**config.mk**
```make
export PLATFORM = sky130hd
export DESIGN_NAME = fadd_unit
export DESIGN_NICKNAME = d
export VERILOG_FILES = /design/src/rtl/fadd_unit.sv
export SDC_FILE = /design/constraint.sdc
export NUM_CORES = 1
export LEC_CHECK = 0
export ABC_AREA = 0
export CAP_MARGIN = 25
export CORE_AREA = 2 2 39 41
export DETAILED_ROUTE_END_ITERATION = 10
export DIE_AREA = 0 0 41 43
export MAX_ROUTING_LAYER = met4
export PLACE_DENSITY = 0.66
export SETUP_SLACK_MARGIN = 0.4
export SYNTH_ARGS = -nofsm -noshare
export SYNTH_HDL_FRONTEND = slang
export SYNTH_SLANG_ARGS = --single-unit
```
**constraint.sdc**
```tcl
create_clock -name clk -period 2.5 [get_ports clk]
set_input_delay 0.5 -clock clk [delete_from_list [all_inputs] [get_ports clk]]
set_output_delay 0.5 -clock clk [all_outputs]
set_load 0.02 [all_outputs]
```
**src/rtl/fadd_unit.sv**
```systemverilog
// Registered ripple-carry adder built from explicit full-adder cells; one-cycle latency.
// Optional FADD_PARITY_EN adds a registered sum_parity output (XOR of {cout, sum}).
module fadd_unit #(
    parameter int unsigned WIDTH = 1,
    parameter int unsigned CNT_W = 8
) (
    input  logic             clk,
    input  logic             rst,
    input  logic             in_valid,
    input  logic [WIDTH-1:0] a,
    input  logic [WIDTH-1:0] b,
    input  logic             cin,
    output logic             out_valid,
    output logic [WIDTH-1:0] sum,
    output logic             cout,
    output logic             ovf,
    output logic [CNT_W-1:0] txn_count
`ifdef FADD_PARITY_EN
    ,
    output logic             sum_parity
`endif
);

    logic [WIDTH:0]   carry;
    logic [WIDTH-1:0] prop;
    logic [WIDTH-1:0] gen;
    logic [WIDTH-1:0] sum_d;
    logic             ovf_d;

    logic             out_valid_q;
    logic [WIDTH-1:0] sum_q;
    logic             cout_q;
    logic             ovf_q;
    logic [CNT_W-1:0] txn_count_q;

    assign carry[0] = cin;

    // One full-adder cell per bit; carry ripples LSB to MSB.
    for (genvar i = 0; i < WIDTH; i++) begin : g_cell
        assign prop[i]      = a[i] ^ b[i];
        assign gen[i]       = a[i] & b[i];
        assign sum_d[i]     = prop[i] ^ carry[i];
        assign carry[i + 1] = gen[i] | (carry[i] & prop[i]);
    end

    // Signed overflow: carry into the MSB differs from carry out of it.
    assign ovf_d = carry[WIDTH-1] ^ carry[WIDTH];

    always_ff @(posedge clk) begin
        if (rst) begin
            out_valid_q <= 1'b0;
            sum_q       <= '0;
            cout_q      <= 1'b0;
            ovf_q       <= 1'b0;
            txn_count_q <= '0;
        end else if (in_valid) begin
            out_valid_q <= 1'b1;
            sum_q       <= sum_d;
            cout_q      <= carry[WIDTH];
            ovf_q       <= ovf_d;
            txn_count_q <= txn_count_q + CNT_W'(1);
        end else begin
            out_valid_q <= 1'b0;
        end
    end

    assign out_valid = out_valid_q;
    assign sum       = sum_q;
    assign cout      = cout_q;
    assign ovf       = ovf_q;
    assign txn_count = txn_count_q;

`ifdef FADD_PARITY_EN
    logic sum_parity_q;

    always_ff @(posedge clk) begin
        if (rst) begin
            sum_parity_q <= 1'b0;
        end else if (in_valid) begin
            sum_parity_q <= ^{carry[WIDTH], sum_d};
        end
    end

    assign sum_parity = sum_parity_q;
`endif

endmodule

```
==> summary.md, run 1 <==
| Metric | Value |
|---|---|
| CTS sink count | 12 |
| Cts bufs inserted | 3 |
| Leakage | 0.2619 nW |
| Sequence of cells on the critical path | clkdlybuf4s50_1 |
| Final layout net count | 79 |
| Util after Layout | 50.72% |
| Buf+Inv Stages, Crit Path | 1 |
| Crit path required time | 2000 ps |
| Num rows | 14 |
| Setup CP Type | reg -> out |
| IO Port Bufs | 17 |
| Drt total wl | 921 um |
| Worst Max-Slew Pin Slew | 443.9 ps |
| FF-to-FF path depth | 4 |
| Pint | 0.2873 mW |
| Post-synth top area cell | dfxtp_1 |
| Final Cycle Share | 73.67% |
| Synth cell types | 18 |
| DRT antenna net count | 0 |
| GRT busiest layer | met2 |
| DIE AREA | 1763 um2 |
| Antenna Cells | 0 |
| Syn_nets | 58 |
| CP startpoint kind | register |
| Sw frac | 24.69% |
| CP max FO | 6 |
| Critical Path AT | 1340 ps |
| Iteration-0 DRC Markers | 9 |
| Detailed-route wire length per cell | 10.84 um |
| RR Startpoint | txn_count[0] |
| #FFs+latches synth | 12 |
| Most frequent cell after synthesis | dfxtp_1 |
| Top FF cell, synth | dfxtp_1 |
| Initial core utilization | 35.90% |
| Residual DRC | 0 |
| Layout cells sized above 1 | 7.246% |
| Syn Std Cell Area | 496.7 um2 |
| DP HPWL | 693 um |
| Synth top area cells | dfxtp_1 48%, mux2i_1 6.0%, nor2_1 6.0% |
| # Max-Cap Violations | 0 |
| GRT met2 Usage | 17.50% |
| Commonest cells in the netlist | 12 x dfxtp_1, 8 x nor2_1 |
| Root Buffer | clkbuf_4 |
| Max incr delay on CP | 640 ps |
| Clk_lat worst skew | 260 ps |
| GR Overflow Total | 0 |
| Asr flop ratio synth | 0% |
| Cell Pwr Density | 543.4 nW/um2 |
| Met3 GRT Util | 4.712% |
| Final Power | 0.3814 mW |
| Drt first pass iters | 5 |
| Routability cong. | 0.7161 |
| Chip width | 41 um |
| Slew Limit Fails | 0 |
| Reg clk slew, reported paths | 70 ps |
| M1 GR Usage | 16.07% |
| Final setup violating endpoints | 0 |
| Core area | 1384 um2 |
| Worst-case clock buffer depth | 2 |
| Slew margin rel. | 70.32% |
| Initial antenna violation count | 0 |
| RSZ-0062 raised after global routing | false |
| Number of enable flip-flop cells after synthesis | 0 |
| Synth warnings | 0 |
| Comb power frac | 15.8% |
| CP delay by family, top | buffers and inverters |
| Maximum VDD drop | 0.0002850 V |
| I/O pin cnt | 18 |
| Seq/Total Area, Yosys | 48.36% |
| Reg2reg setup slack | 1230 ps |
| Status | finished, final reports clean |
| CTS tree | built |
| Max Fclk | 543.0 MHz |
| Hold endpoint | ovf |
| Final setup TNS | 0 ps |
| Fin Hold WS | 488.7 ps |
| Die Span Y | 43 um |
| Vias in the first global route | 337 |
| Post-layout minimum cycle time | 1842 ps |
| Slowest stage cell, crit path | clkdlybuf4s50_1 |
| Worst flop-to-flop path endpoint | txn_count[6] |
| Yosys top cell area share | 48.36% |
| Post-CTS Hold Buffers | 0 |
| Total GRT Usage | 12.73% |
| Vias per cell | 4.906 |
| Min-Delay Path Class | reg -> reg |
| Setup Buffers After CTS | 0 |
| Hold depth | 2 |
| Final-report hold violation count | 0 |
| Clock Skew | 0.7156 ps |
| H-tree depth | 1 |
| Syn Inst Count | 50 |
| Largest net degree at the start of global routing | 13 |
| Via count | 417 |
| Global-route wire length before repair | 1435 um |
| Sequential share of power | 54.0% |
| Post_cts resized | 0 |
| Area Growth Syn to Fin | 41.31% |
| Worst setup EP type | primary output |
| Hold Startpoint | ovf |
| Clock share of power | 30.1% |
| Sw power | 0.09416 mW |
| Syn avg cell area | 9.935 um2 |
## cell type report
class | instances | area [um2]
clock buffers | 3 | 22.52
multi-input cells | 36 | 241.5
well taps | 16 | 20.02
flip-flops and latches | 12 | 240.2
repair buffers | 18 | 177.7
fillers | 162 | 681.9
## cells by family (layout without fill, tap and decap cells)
logic type	after synthesis	in the layout	synth area share (%)
AND/OR/NAND/NOR	19	19	19.65
flip-flops	12	12	48.36
AO/OA/AOI/OAI	7	7	7.555
XOR/XNOR	5	5	8.818
multiplexers	3	3	6.046
adder cells (fa/ha/maj)	2	2	6.549
buffers and inverters	2	21	3.022
## state kept, by name (all words and copies together), names as in the netlist
signal,flops
txn_count,8
cout,1
out_valid,1
ovf,1
sum,1
## metrics by stage
stage,area (um2),setup WS [ps],cells
after detailed placement,679.4,662.1,82
final,701.9,658.3,85
after CTS,701.9,645.3,85
after floorplan,496.7,1151,50
after global placement,679.4,663.9,82
after global routing,701.9,601.8,85
## cells in the final DEF (no fill, tap or decap), drive strengths merged
cell type | netlist | routed
a211oi | 1 | 1
a21oi | 3 | 3
buf | 1 | 1
clkbuf | 1 | 3
clkdlybuf4s50 | 0 | 17
dfxtp | 12 | 12
fa | 1 | 1
ha | 1 | 1
mux2i | 3 | 3
nand2 | 2 | 2
nand3 | 2 | 2
nand4 | 3 | 3
nor2 | 8 | 8
nor2b | 1 | 1
o21ai | 3 | 3
or3 | 3 | 3
xnor2 | 2 | 2
xor2 | 3 | 3
## metal layers
layer	share of wire [%]	wire length [um]
met3	4.6	42
met4	0	0
met2	46	423
met1	49	455
met5	0	0
## worst max-delay path by stage
stage	from	end	slack [ps]	depth (start not counted)
final	txn_count[3]	txn_count[3]	660	1
after global routing	txn_count[3]	txn_count[3]	600	1
after CTS	txn_count[3]	txn_count[3]	650	1
after detailed placement	a	ovf	660	4
after global placement	a	ovf	660	4
after floorplan	a	ovf	1150	3
## power by group through the flow
| stage | sequential [mW] | clock, mW | combinational, mW |
|---|---|---|---|
| after floorplan | 0.220 | 0 | 0.0222 |
| after global placement | 0.211 | 0 | 0.0607 |
| after detailed placement | 0.211 | 0 | 0.0610 |
| after CTS | 0.206 | 0.123 | 0.0613 |
| after global routing | 0.207 | 0.128 | 0.0659 |
| final | 0.206 | 0.115 | 0.0605 |
Note: power is estimated with default switching activity, not from simulation.
==> run 2: changes to the inputs <==
==> constraint.sdc (replaced) <==
create_clock -name clk -period 1.9 [get_ports clk]
set_input_delay 0.38 -clock clk [delete_from_list [all_inputs] [get_ports clk]]
set_output_delay 0.38 -clock clk [all_outputs]
set_load 0.02 [all_outputs]
==> summary.md, run 2 (synthesis gave the netlist of run 1 again) <==
| Metric | Value |
|---|---|
| Worst setup EP type | register |
| Worst Max-Slew Pin Slew | 437.4 ps |
| Post-CTS Hold Buffers | 0 |
| Drt total wl | 904 um |
| CTS sink count | 12 |
| Slew margin rel. | 70.75% |
| Area Growth Syn to Fin | 38.54% |
| Layout cells sized above 1 | 7.246% |
| Final setup violating endpoints | 0 |
| GR Overflow Total | 0 |
| Detailed-route wire length per cell | 10.64 um |
| Max reg flops | 8 |
| DP HPWL | 667.6 um |
| Cts bufs inserted | 3 |
| Slowest stage cell, crit path | fa_1 |
| Vias in the first global route | 350 |
| Maximum VDD drop | 0.0005097 V |
| Drt first pass iters | 4 |
| Max Fclk | 703.1 MHz |
| Setup Buffers After CTS | 0 |
| Die Span Y | 43 um |
| Root Buffer | clkbuf_4 |
| Vias per cell | 4.835 |
| # Max-Cap Violations | 0 |
| Fin Hold WS | 482.4 ps |
| CP max FO | 2 |
| Initial core utilization | 35.90% |
| Via count | 411 |
| Num rows | 14 |
| Layout fillers | 143 |
| Final Cycle Share | 74.86% |
| DIE AREA | 1763 um2 |
| Slew Limit Fails | 0 |
| Critical Path AT | 1610 ps |
| Final-report hold violation count | 0 |
| Most common cell after layout, fill and taps aside | dfxtp_1 |
| Core area | 1384 um2 |
| DRT antenna net count | 0 |
| Iteration-0 DRC Markers | 7 |
| CTS tree | built |
| Antenna Cells | 0 |
| Clock Skew | 4.594 ps |
| Global-route wire length before repair | 1511 um |
| Initial antenna violation count | 0 |
| Placed cell area | 679.4 um2 |
| Leakage | 0.3084 nW |
| Post-layout minimum cycle time | 1422 ps |
| Commonest cells after routing, fill and taps aside | 12 x dfxtp_1, 11 x dlygate4sd2_1, 8 x nor2_1 |
| Worst-case clock buffer depth | 2 |
| Residual DRC | 0 |
| Setup CP Type | in -> reg |
| Reg clk slew, reported paths | 70 ps |
| Final layout net count | 79 |
| H-tree depth | 1 |
| Sequence of cells on the critical path | clkdlybuf4s50_1 -> fa_1 -> xnor2_1 -> a211oi_1 |
| Routability cong. | 0.6390 |
| Min-Delay Path Class | reg -> reg |
| Largest net degree at the start of global routing | 13 |
| Cell area after layout | 688.2 um2 |
| RSZ-0062 raised after global routing | false |
| CP startpoint kind | input pin |
| Final setup TNS | 0 ps |
| I/O pin cnt | 18 |
| IO Port Bufs | 17 |
| Crit path required time | 2090 ps |
| Cell Pwr Density | 714.1 nW/um2 |
| Status | finished, final reports clean |
| Clk_lat worst skew | 270 ps |
| Chip width | 41 um |
| Total GRT Usage | 13.29% |
| Max incr delay on CP | 460 ps |
-- run 2: path summary, 6_finish.rpt --
kind	to	slack, ps	cells after the start	from
worst max-delay path	ovf	480	4	a
worst min-delay path	txn_count[7]	480	2	txn_count[7]
worst max register to register	txn_count[6]	610	4	txn_count[0]
worst min register to register	txn_count[7]	480	2	txn_count[7]
-- run 2: critical path, delay by kind of cell --
| family | cells | cell delay [ps] |
|---|---|---|
| buf+inv | 1 | 430 |
| fa+ha+maj | 1 | 460 |
| compound gates | 1 | 200 |
| xor+xnor | 1 | 140 |
-- run 2: timing repair --
action | 4_1_cts | 5_1_grt
resized for setup | 12 | 1
endpoints found under the setup margin | 12 | 1
pin swaps | 0 | 0
-- run 2: where the power goes --
part | switching [mW] | leakage [nW] | internal (mW)
Combinational | 0.0370 | 0.197 | 0.0351
Sequential | 0.00793 | 0.0980 | 0.262
Clock | 0.0756 | 0.0138 | 0.0733
Total | 0.121 | 0.308 | 0.371
-- run 2: final cells by class --
| cell class | count | area (um2) | area share, % |
|---|---|---|---|
| Sequential cell | 12 | 240.2 | 34.91 |
| Timing Repair Buffer | 18 | 163.9 | 23.82 |
| Clock buffer | 3 | 22.52 | 3.273 |
| Tap cell | 16 | 20.02 | 2.909 |
| Multi-Input combinational cell | 36 | 241.5 | 35.09 |
-- run 2: stage by stage --
step	std cells	total power [mW]	util, %	worst slack (ps)
after detailed placement	82	0.3574	49.10	183.4
after CTS	85	0.4985	49.64	442.9
final	85	0.4914	49.73	477.7
after global routing	85	0.5202	49.73	402.2
after floorplan	50	0.3191	-	563.6
after global placement	82	0.3567	49.10	202.2
-- run 2: routing by layer --
| layer | share of wire (%) | track usage (%) |
|---|---|---|
| met1 | 45 | 16.56 |
| met2 | 47 | 16.88 |
| met3 | 8.1 | 9.424 |
| met4 | 0 | 4.000 |
| met5 | 0 | - |
==> run 3: changes to the inputs <==
--- a/config.mk
+++ b/config.mk
@@ -7,11 +7,10 @@
 export LEC_CHECK = 0
 export ABC_AREA = 0
 export CAP_MARGIN = 25
-export CORE_AREA = 2 2 39 41
+export CORE_UTILIZATION = 37
 export DETAILED_ROUTE_END_ITERATION = 10
-export DIE_AREA = 0 0 41 43
 export MAX_ROUTING_LAYER = met4
-export PLACE_DENSITY = 0.66
+export PLACE_DENSITY = 0.68
 export SETUP_SLACK_MARGIN = 0.4
 export SYNTH_ARGS = -nofsm -noshare
 export SYNTH_HDL_FRONTEND = slang
==> constraint.sdc (replaced) <==
create_clock -name clk -period 1.3 [get_ports clk]
set_input_delay 0.26 -clock clk [delete_from_list [all_inputs] [get_ports clk]]
set_output_delay 0.26 -clock clk [all_outputs]
set_load 0.02 [all_outputs]
==> summary.md, run 3 (synthesis gave the netlist of run 1 again) <==
| Metric | Value |
|---|---|
| Slew margin rel. | 83.80% |
| IO Port Bufs | 17 |
| Detailed-route wire length per cell | 11.96 um |
| Final setup violating endpoints | 0 |
| Post-CTS Hold Buffers | 0 |
| Initial core utilization | 42.41% |
| Sw frac | 24.74% |
| Drt total wl | 1220 um |
| Area of the multi-input gates | 286.5 um2 |
| # Max-Cap Violations | 0 |
| Cell Pwr Density | 925.0 nW/um2 |
| Chip width | 38.64 um |
| Area Growth Syn to Fin | 86.15% |
| I/O pin cnt | 18 |
| Layout fillers | 81 |
| H-tree depth | 1 |
| Setup CP Type | reg -> reg |
| Worst-case clock buffer depth | 2 |
| Clock share of power | 34.5% |
| CP startpoint kind | register |
| Clk_lat worst skew | 270 ps |
| Leakage | 0.3998 nW |
| Worst Max-Slew Pin Slew | 240.4 ps |
| CP max FO | 3 |
| Cts bufs inserted | 3 |
| Iteration-0 DRC Markers | 3 |
| Util after Layout | 78.95% |
| CTS tree | built |
| Final layout net count | 97 |
| Max Fclk | 854.5 MHz |
| Via count | 493 |
| Num rows | 12 |
| Worst setup EP type | register |
| Antenna Cells | 0 |
| Critical Path AT | 1380 ps |
| Final Cycle Share | 90.02% |
| Sequential share of power | 46.7% |
| RSZ-0062 raised after global routing | true |
| Comb power frac | 18.8% |
| Core area | 1171 um2 |
| Most common cell after layout, fill and taps aside | buf_4 |
| Reg clk slew, reported paths | 80 ps |
| Layout cells sized above 1 | 64.77% |
| Status | finished, final reports clean |
| Commonest cells after routing, fill and taps aside | 16 x buf_4, 15 x buf_6, 8 x nor2_1, 8 x dfxtp_2 |
| Clock Skew | 2.010 ps |
| Maximum VDD drop | 0.0007756 V |
| GR Overflow Total | 0 |
| Final Power | 0.8553 mW |
| Total GRT Usage | 18.47% |
| DIE AREA | 1493 um2 |
| Cell area after layout | 924.6 um2 |
| Root Buffer | clkbuf_4 |
| Drt first pass iters | 4 |
| Global-route wire length before repair | 1759 um |
| Vias in the first global route | 403 |
| Initial antenna violation count | 0 |
| Routability cong. | 0.7406 |
| CTS sink count | 12 |
| Crit path required time | 1510 ps |
| Min-Delay Path Class | in -> reg |
| DRT antenna net count | 0 |
| Largest net degree at the start of global routing | 10 |
| Vias per cell | 4.833 |
| Residual DRC | 0 |
| Register area | 261.5 um2 |
| Die Span Y | 38.64 um |
| Sw power | 0.2116 mW |
| Pint | 0.6437 mW |
| Slew Limit Fails | 0 |
| DP HPWL | 774.4 um |
| Placed cell area | 788.3 um2 |
| Final-report hold violation count | 0 |
| Max reg flops | 8 |
| Post-layout minimum cycle time | 1170 ps |
run 3: power by group through the flow:
stage	clock network, mW	registers [mW]	logic, mW
floorplan	0	0.428	0.0457
global placement	0	0.404	0.140
detailed placement	0	0.403	0.142
CTS	0.305	0.399	0.140
global route	0.317	0.402	0.174
finish	0.295	0.400	0.161
run 3: final timing paths:
kind / start / end / slack (ps) / cells after the start
worst max-delay path: txn_count[1] / txn_count[6] / 130 / 5
worst min-delay path: cin / ovf / 410 / 4
worst min register to register: txn_count[7] / txn_count[7] / 500 / 2
worst max register to register: txn_count[1] / txn_count[6] / 130 / 5
run 3: repair_timing:
item	in CTS	in global routing
buffers inserted	5	4
gates resized for setup	89	7
pin swaps	10	7
endpoints found under the setup margin	24	20
run 3: routing by layer:
| layer | vias to the layer above | wire length (um) | track usage, % | part of all wire (%) |
|---|---|---|---|---|
| met1 | 230 | 524 | 21.20 | 43 |
| li1 | 249 | - | - | - |
| met3 | 2 | 62 | 8.671 | 5.1 |
| met4 | 0 | 13 | 5.172 | 1.1 |
| met2 | 12 | 619 | 28.75 | 51 |
| met5 | - | 0 | - | 0 |
run 3: area by class of cell:
cell class	instances	area share (%)
Timing Repair Buffer	36	34.91
Multi-Input combinational cell	36	30.99
Tap cell	14	1.894
Sequential cell	12	28.28
Clock buffer	4	3.924
run 3: worst max-delay path, stage by stage (launching register included):
cell	delay (ps)
dfxtp_4	350
buf_6	110
ha_4	140
nand3_2	70
or3_4	330
a21oi_2	120
run 3: per-stage QoR:
step	setup WS (ps)	instances	hold slack (ps)	TNS [ps]
5_1_grt	69.24	102	414.0	0
3_3_place_gp	-204.0	89	475.5	-1295
6_report	129.7	102	406.9	0
3_5_place_dp	-211.2	89	489.8	-1461
2_1_floorplan	233.2	50	331.6	0
4_1_cts	158.1	98	387.5	0
